`config.mk`:
```
export PLATFORM = sky130hd
export DESIGN_NAME = light_write_sched
export DESIGN_NICKNAME = d
export VERILOG_FILES = /design/src/rtl/light_write_sched.sv
export SDC_FILE = /design/constraint.sdc
export NUM_CORES = 1
export LEC_CHECK = 0
export ABC_AREA = 1
export BUFFER_PORTS_ARGS = -buffer_cell sky130_fd_sc_hd__buf_4
export CORE_ASPECT_RATIO = 0.7
export CORE_MARGIN = 1
export CORE_UTILIZATION = 43
export CTS_BUF_LIST = sky130_fd_sc_hd__clkbuf_4
export DETAILED_ROUTE_END_ITERATION = 12
export PLACE_DENSITY_LB_ADDON = 0.3
export SYNTH_ARGS = -nofsm -noshare
export SYNTH_HDL_FRONTEND = slang
export SYNTH_SLANG_ARGS = --single-unit
export TNS_END_PERCENT = 100
```
`constraint.sdc`:
```
create_clock -name I_clk -period 2.3 [get_ports I_clk]
set_input_delay 0.115 -clock I_clk [delete_from_list [all_inputs] [get_ports I_clk]]
set_output_delay 0.115 -clock I_clk [all_outputs]
set_load 0.005 [all_outputs]
```
`src/rtl/light_write_sched.sv`:
```
// Write scheduler for the MiniLED backlight write port. Arbitrates two zone-value
// requesters (A: dimming, B: OSD/test pattern), paces refreshes to a minimum spacing,
// and can run a self-generated zero-fill sweep across all zones.
module light_write_sched #(
  parameter int unsigned NUM_ZONES = 384,
  parameter int unsigned GAP       = 2
) (
  input  logic        I_clk,
  input  logic        I_rst_n,
  input  logic        a_valid,
  input  logic [8:0]  a_index,
  input  logic [15:0] a_light,
  output logic        a_ready,
  input  logic        b_valid,
  input  logic [8:0]  b_index,
  input  logic [15:0] b_light,
  output logic        b_ready,
  input  logic        b_priority,
  input  logic        blank_req,
  output logic        blank_busy,
  output logic        blank_done,
  output logic        err_range,
  output logic        light_refresh,
  output logic [8:0]  light_index,
  output logic [15:0] mapped_light
);

  localparam logic [9:0] NumZonesW = 10'(NUM_ZONES);
  localparam logic [8:0] LastIdx   = 9'(NUM_ZONES - 1);
  localparam logic [3:0] GapCnt    = 4'(GAP);
  localparam bit         HasGap    = (GAP != 0);

  typedef enum logic [1:0] {StIdle, StCool, StBlank, StBlankCool} state_e;

  state_e      r_state, w_state_d;
  logic [3:0]  r_cnt, w_cnt_d;
  logic [8:0]  r_sweep_idx, w_sweep_idx_d;
  logic        r_live;
  logic        r_last_b, w_last_b_d;
  logic        r_refresh, w_refresh_d;
  logic [8:0]  r_index, w_index_d;
  logic [15:0] r_light, w_light_d;
  logic        r_done, w_done_d;
  logic        r_err, w_err_d;

  logic        w_active;
  logic        w_blank_start;
  logic        w_grant_a;
  logic        w_grant_b;
  logic        w_xfer;
  logic [8:0]  w_xfer_index;
  logic [15:0] w_xfer_light;
  logic        w_in_range;
  logic        w_sweep_issue;
  logic [8:0]  w_sweep_idx;
  logic        w_sweep_last;

  // Arbitration and transfer decode; r_live keeps readies low in the reset-release cycle.
  always_comb begin
    w_active      = r_live && (r_state == StIdle);
    w_blank_start = w_active && blank_req;
    // r_last_b = 1 means B was granted last, so A wins the next tie.
    w_grant_a     = a_valid && (!b_valid || (!b_priority && r_last_b));
    w_grant_b     = b_valid && (!a_valid || b_priority || !r_last_b);
    a_ready       = w_active && !blank_req && w_grant_a;
    b_ready       = w_active && !blank_req && w_grant_b;
    w_xfer        = a_ready || b_ready;
    w_xfer_index  = b_ready ? b_index : a_index;
    w_xfer_light  = b_ready ? b_light : a_light;
    w_in_range    = {1'b0, w_xfer_index} < NumZonesW;
    // The first sweep write is issued straight from IDLE so it lands one cycle after the request.
    w_sweep_issue = w_blank_start || (r_state == StBlank);
    w_sweep_idx   = w_blank_start ? 9'd0 : r_sweep_idx;
    w_sweep_last  = (w_sweep_idx == LastIdx);
  end

  // Next-state logic: pacing counters and sweep progress.
  always_comb begin
    w_state_d     = r_state;
    w_cnt_d       = r_cnt;
    w_sweep_idx_d = r_sweep_idx;
    if (w_sweep_issue) begin
      if (w_sweep_last) begin
        w_state_d = HasGap ? StCool : StIdle;
        w_cnt_d   = GapCnt;
      end else begin
        w_state_d     = HasGap ? StBlankCool : StBlank;
        w_cnt_d       = GapCnt - 4'd1;
        w_sweep_idx_d = w_sweep_idx + 9'd1;
      end
    end else begin
      unique case (r_state)
        StIdle: begin
          // Out-of-range transfers complete without a refresh, so no spacing follows.
          if (w_xfer && w_in_range && HasGap) begin
            w_state_d = StCool;
            w_cnt_d   = GapCnt;
          end
        end
        StCool: begin
          if (r_cnt == 4'd0) w_state_d = StIdle;
          else               w_cnt_d   = r_cnt - 4'd1;
        end
        StBlankCool: begin
          if (r_cnt == 4'd0) w_state_d = StBlank;
          else               w_cnt_d   = r_cnt - 4'd1;
        end
        StBlank: begin
          w_state_d = StBlank;
        end
        default: begin
          w_state_d = StIdle;
        end
      endcase
    end
  end

  // FSM state, counters and round-robin pointer.
  always_ff @(posedge I_clk or negedge I_rst_n) begin
    if (!I_rst_n) begin
      r_state     <= StIdle;
      r_cnt       <= 4'd0;
      r_sweep_idx <= 9'd0;
      r_live      <= 1'b0;
      r_last_b    <= 1'b1;
    end else begin
      r_state     <= w_state_d;
      r_cnt       <= w_cnt_d;
      r_sweep_idx <= w_sweep_idx_d;
      r_live      <= 1'b1;
      r_last_b    <= w_last_b_d;
    end
  end

  // Next values of the registered write port, done pulse, error flag and pointer.
  always_comb begin
    w_refresh_d = 1'b0;
    w_index_d   = r_index;
    w_light_d   = r_light;
    w_done_d    = 1'b0;
    w_err_d     = r_err;
    w_last_b_d  = r_last_b;
    if (w_sweep_issue) begin
      w_refresh_d = 1'b1;
      w_index_d   = w_sweep_idx;
      w_light_d   = 16'h0000;
      w_done_d    = w_sweep_last;
    end else if (w_xfer) begin
      w_last_b_d = b_ready;
      if (w_in_range) begin
        w_refresh_d = 1'b1;
        w_index_d   = w_xfer_index;
        w_light_d   = w_xfer_light;
      end else begin
        w_err_d = 1'b1;
      end
    end
  end

  // Registered driver-side outputs.
  always_ff @(posedge I_clk or negedge I_rst_n) begin
    if (!I_rst_n) begin
      r_refresh <= 1'b0;
      r_index   <= 9'd0;
      r_light   <= 16'h0000;
      r_done    <= 1'b0;
      r_err     <= 1'b0;
    end else begin
      r_refresh <= w_refresh_d;
      r_index   <= w_index_d;
      r_light   <= w_light_d;
      r_done    <= w_done_d;
      r_err     <= w_err_d;
    end
  end

  // Busy covers the sweep states plus the cycle carrying the final sweep refresh.
  always_comb begin
    blank_busy    = (r_state == StBlank) || (r_state == StBlankCool) || r_done;
    blank_done    = r_done;
    err_range     = r_err;
    light_refresh = r_refresh;
    light_index   = r_index;
    mapped_light  = r_light;
  end

endmodule

```
==> out/metrics.cfg, run 1 <==
[outcome]
status=finished clean

[cts]
cts_buffers=5
cts_buffer_depth=2
cts_tree=yes
worstSkewPairLatency_ns=0.35
path_clk_slew_ns=0.15
cts_sinks=45
htree_num_levels=2
clk_root_buffer_cell=clkbuf_4

[global_route]
grt.overflow.total=0
grt_pass1_vias=2196
antenna_found_initial=0
grt_max_degree=46
grt_pass1_wl_mm=10.5
grt_use_total=0.222

[finish]
multi_input_area_sq_um=1220
final_cell_mix=nand2_1, buf_4, dfrtp_1
num-fill-cells=530
drive_above_1_share=0.284
final_common_cell=nand2_1
final_cell_area_sq_um=3280
antenna_cells=0
regArea_sq_um=1130
area_growth_pct=32.5
nets=477

[critical_path]
cp_data_arrival_time_ns=2.29
critPathRequiredTime_ns=2.54
critPathKind=register to register
startpoint_type=register
worstSetupEndpointType=register
path_max_fanout=18

[synthesis]
async_reset_ff_frac=1.00
synth.net_count=390
ys_ff_latch=45
synth_area_per_cell_sq_um=7.48
yosys_warnings=0
synth-edff-count=0
synth_seq_area_share=0.455
synth.distinct_cells=32
syn_inst=331
synth_area_leader_cell=dfrtp_1
ys.flop_type=dfrtp_1
synth_top_area_frac=0.445
ys_top_cells_by_area=dfrtp_1, nand2_1, nand3_1
synth_area_sq_um=2480

[pwr]
power_leakage_nw=1.84
p_seq_frac=0.569
clkPwrFrac=0.345
p_sw_mw=0.299
swShare=0.215
p_per_area_nw_per_um2=425
p_int_mw=1.09
combPwrFrac=0.086
irDropWorstVdd_mv=0.219

[detailed_routing]
drt_pass1_iterations=4
dr_wl_met3_microns=523
top_layer=met4
met1Wirelength_mm=2.95
wl_met2_mm=2.88
vias=2416
wirelength_mm=6.38
route.detailed.wl_per_inst_microns=13.0
drtIter0Drc=204
via_per_inst=4.92
drc=0
final_antenna_net_count=0

[sta]
tns_ns=0
final-setup-viol-count=0
finalCriticalPeriod_ns=2.05
finalMaxSlewViolations=0
fmax_mhz=489
grt_setup_unrepaired=false
tightest_slew_ns=0.562
hold_viol_final=0
max_slew_margin=0.626
finClkSkew_ns=0.0195
min_period_over_period=0.889
timing.hold.ws_ns=0.0363

[floorplanning]
die_h_microns=65.5
initial_core_util=0.459
fp.dieW_microns=92.7
fp-row-count=22
io-pin-count=87
core_sq_um=5400
die_area_sq_um=6070

[worst_hold_path]
min_path_type=input pin to register

[placement]
routabilityCongestion=0.894
dpl_cell_area_sq_um=3180
hpwlAfterDp_mm=4.83
io_buffers=86

[flow_run]
maxCapViolations=0

[cell type report]
| class | instances | share of cell area |
|---|---|---|
| multi-input cells | 258 | 0.371 |
| flip-flops and latches | 45 | 0.344 |
| repair buffers | 94 | 0.216 |
| well taps | 72 | 0.0275 |
| inverters | 14 | 0.0160 |
| clock inverters | 3 | 0.0141 |
| clock buffers | 5 | 0.0114 |
[final timing paths]
kind                                 start  slack (ns)  cells past startpoint               to
worst max-delay path            r_state[0]        0.25                     12         r_cnt[0]
worst min-delay path            a_light[5]        0.04                      5  mapped_light[5]
worst max register to register  r_state[0]        0.25                     12         r_cnt[0]
worst min register to register   err_range        0.51                      1        err_range
max in group asynchronous          I_rst_n        1.62                      2         r_last_b
min in group asynchronous          I_rst_n        0.29                      2   light_index[3]
[synth_stat cells, types with 4 or more instances]
library cell and count:
nand2_1 151, dfrtp_1 44, nand3_1 32, nor2_1 15
o21ai_0 15, inv_1 11, o22ai_1 7, clkbuf_1 5
nand4_1 5, o21ai_1 4, xnor2_1 4
[state kept, by name, indices dropped and copies added, names as in the netlist]
register,flops
blank_done,1
r_sweep_idx,9
r_live,1
light_index,9
light_refresh,1
r_cnt,4
mapped_light,16
r_state,2
r_last_b,1
err_range,1
[power by group through the flow]
stage               Combinational [mW]  Clock, mW  Sequential, mW
floorplan                       0.0265          0           0.808
global placement                 0.118          0           0.808
detailed placement               0.119          0           0.808
CTS                              0.120      0.493           0.793
global route                     0.132      0.531           0.794
finish                           0.119      0.481           0.793
[metrics by stage]
stage / instances / worst slack [ns] / power, mW / utilization
after floorplan: 331 / 0.335 / 0.835 / -
after global placement: 482 / 0.308 / 0.926 / 0.590
after detailed placement: 482 / 0.187 / 0.927 / 0.590
after CTS: 491 / 0.190 / 1.41 / 0.607
after global routing: 491 / 0.0513 / 1.46 / 0.608
final: 491 / 0.255 / 1.39 / 0.608
[cells by family (layout without fill, tap and decap cells)]
kind of cell / after synthesis / after routing / synth area share
compound gates: 29 / 29 / 0.0647
simple gates: 218 / 218 / 0.384
other cells: 1 / 1 / 0.00151
fa+ha+maj: 3 / 3 / 0.0152
buf+inv: 28 / 116 / 0.0546
flops: 45 / 45 / 0.455
xor+xnor: 7 / 7 / 0.0248
[worst max-delay path, stage by stage, from the launching register on]
cell and delay, ns:
dfrtp_1 0.47, nor2_4 0.06, nand3_2 0.14, nand2_1 0.09, inv_1 0.08, ha_1 0.20
nand4_2 0.14, nor2_2 0.18, nand2_1 0.16, nand2_4 0.19, o21ai_0 0.11, nand2_1 0.07
nand2_1 0.05
[metal layers]
| layer | vias up | global-route usage |
|---|---|---|
| met5 | - | 0 |
| met4 | 0 | 0.0288 |
| met3 | 4 | 0.0521 |
| met2 | 92 | 0.347 |
| met1 | 1087 | 0.322 |
| li1 | 1233 | - |
[what timing repair did]
| action | 4_1_cts | 5_1_grt |
|---|---|---|
| gates resized for setup | 0 | 1 |
| hold buffers | 1 | 0 |
| buffers inserted | 0 | 0 |
| endpoints found under the setup margin | 0 | 4 |
| hold endpoints to repair | 44 | 0 |
Note: power is estimated with default switching activity, not from simulation.
==> inputs of run 2 (changes only) <==
--- a/config.mk
+++ b/config.mk
@@ -13,6 +13,7 @@
 export CTS_BUF_LIST = sky130_fd_sc_hd__clkbuf_4
 export DETAILED_ROUTE_END_ITERATION = 12
 export PLACE_DENSITY_LB_ADDON = 0.3
+export RECOVER_POWER = 100
 export SYNTH_ARGS = -nofsm -noshare
 export SYNTH_HDL_FRONTEND = slang
 export SYNTH_SLANG_ARGS = --single-unit
==> run 2 against run 1 <==
- count of clock-buffer cells in the layout did not move
- final area is 1.4% lower
- fmax fell by 5.8%
- utilization fell by 0.86 points
- sequential share of layout area rose by 0.49 points
- clock power about the same
- sequential cell count did not move
- die area unchanged
- largest cell class unchanged
- largest power group unchanged
==> out/metrics.cfg, run 2 (synthesized netlist as in run 1, its figures left out) <==
[sta]
timing.hold.ws_ns=0.0360
max_slew_margin=0.295
final-setup-viol-count=0
finalCriticalPeriod_ns=2.17
finalMaxSlewViolations=0
min_period_over_period=0.944
fmax_mhz=461
grt_setup_unrepaired=false
tns_ns=0
hold_viol_final=0
finClkSkew_ns=0.0205
tightest_slew_ns=1.06

[detailed_routing]
vias=2397
drc=0
drt_pass1_iterations=4
wirelength_mm=6.30
drtIter0Drc=185
route.detailed.wl_per_inst_microns=12.8
final_antenna_net_count=0
via_per_inst=4.88

[cts]
cts_buffer_depth=2
cts_sinks=45
path_clk_slew_ns=0.15
htree_num_levels=2
cts_buffers=5
cts_tree=yes
clk_root_buffer_cell=clkbuf_4
worstSkewPairLatency_ns=0.35

[finish]
final_cell_area_sq_um=3230
area_growth_pct=30.6
nets=477
final_cell_mix=nand2_1, buf_4, dfrtp_1
drive_above_1_share=0.265
antenna_cells=0
final_common_cell=nand2_1
largest_reg_flops=16
fin_util=0.599

[pwr]
p_per_area_nw_per_um2=431
p_seq_frac=0.569
power_leakage_nw=1.77
combPwrFrac=0.084
p_sw_mw=0.301
clkPwrFrac=0.346
irDropWorstVdd_mv=0.217
swShare=0.216
p_int_mw=1.09

[worst_hold_path]
holdPathStages=5
worstHoldEndpoint=mapped_light[5]
min_path_type=input pin to register
min-delay-start=a_light[5]

[global_route]
grt.overflow.total=0
grt_max_degree=46
grt_pass1_vias=2196
grt_pass1_wl_mm=10.5
antenna_found_initial=0
grt_use_total=0.222

[critical_path]
critPathKind=register to register
r2r-start=r_state[1]
worstSetupEndpointType=register
critPathRequiredTime_ns=2.54
cp_data_arrival_time_ns=2.42
rr_worst_depth=10
path_max_fanout=20
startpoint_type=register
rrSetupSlack_ns=0.13
r2r_end=r_cnt[2]

[placement]
routabilityCongestion=0.894
hpwlAfterDp_mm=4.83
dpl_cell_area_sq_um=3180
io_buffers=86

[floorplanning]
die_h_microns=65.5
io-pin-count=87
initial_core_util=0.459
fp-row-count=22
fp.dieW_microns=92.7
die_area_sq_um=6070
core_sq_um=5400

[flow_run]
maxCapViolations=0

[outcome]
status=finished clean

==> run 2: layout make-up <==
type	instances	area (sq um)
fill	539	2160
clock buffer	5	37.5
multi-input combinational	258	1200
tap	72	90.1
timing repair buffer	94	678
clock inverter	3	46.3
inverter	14	52.6
sequential	45	1130
==> run 2: layer usage <==
metal / GRT usage / vias to the layer above / part of all wire
met1: 0.322 / 1080 / 0.47
met2: 0.347 / 81 / 0.45
li1: - / 1234 / -
met3: 0.0521 / 2 / 0.075
met4: 0.0288 / 0 / 0.0022
met5: 0 / - / 0
==> run 2: repair_timing <==
action	CTS	global route
setup buffers	0	0
endpoints found under the hold margin	44	0
gates resized for setup	0	1
hold buffers	1	0
setup endpoints to repair	0	4
==> run 2: worst max path at each step <==
stage	startpoint	endpoint	slack, ns
2_1_floorplan	r_state[1]	r_sweep_idx[6]	0.34
3_3_place_gp	r_state[0]	r_cnt[0]	0.31
3_5_place_dp	r_state[0]	r_cnt[0]	0.19
4_1_cts	r_state[0]	r_cnt[0]	0.19
5_1_grt	r_state[1]	r_cnt[2]	0.02
6_report	r_state[1]	r_cnt[2]	0.13
==> run 2: per-stage QoR <==
stage               setup WS, ns  cells  power, mW
CTS                        0.190    491       1.41
floorplan                  0.335    331      0.835
global route              0.0249    491       1.46
finish                     0.130    491       1.39
detailed placement         0.187    482      0.927
global placement           0.308    482      0.926
==> run 2: power groups by stage <==
stage | logic, mW | registers (mW) | clock network, mW
2_1_floorplan | 0.0265 | 0.808 | 0
3_3_place_gp | 0.118 | 0.808 | 0
3_5_place_dp | 0.119 | 0.808 | 0
4_1_cts | 0.120 | 0.793 | 0.493
5_1_grt | 0.131 | 0.794 | 0.531
6_report | 0.118 | 0.793 | 0.483
==> run 2: worst max-delay path, cell delays in order, from the launching register on <==
cell and delay, ns:
dfrtp_1 0.45, nor2_4 0.16, nand3_4 0.12, nor2_4 0.21, nand2_1 0.07, nand2_1 0.15, nand2_1 0.09, nand2_2 0.33
nand3_1 0.29, nand2_1 0.15, nand2_1 0.06
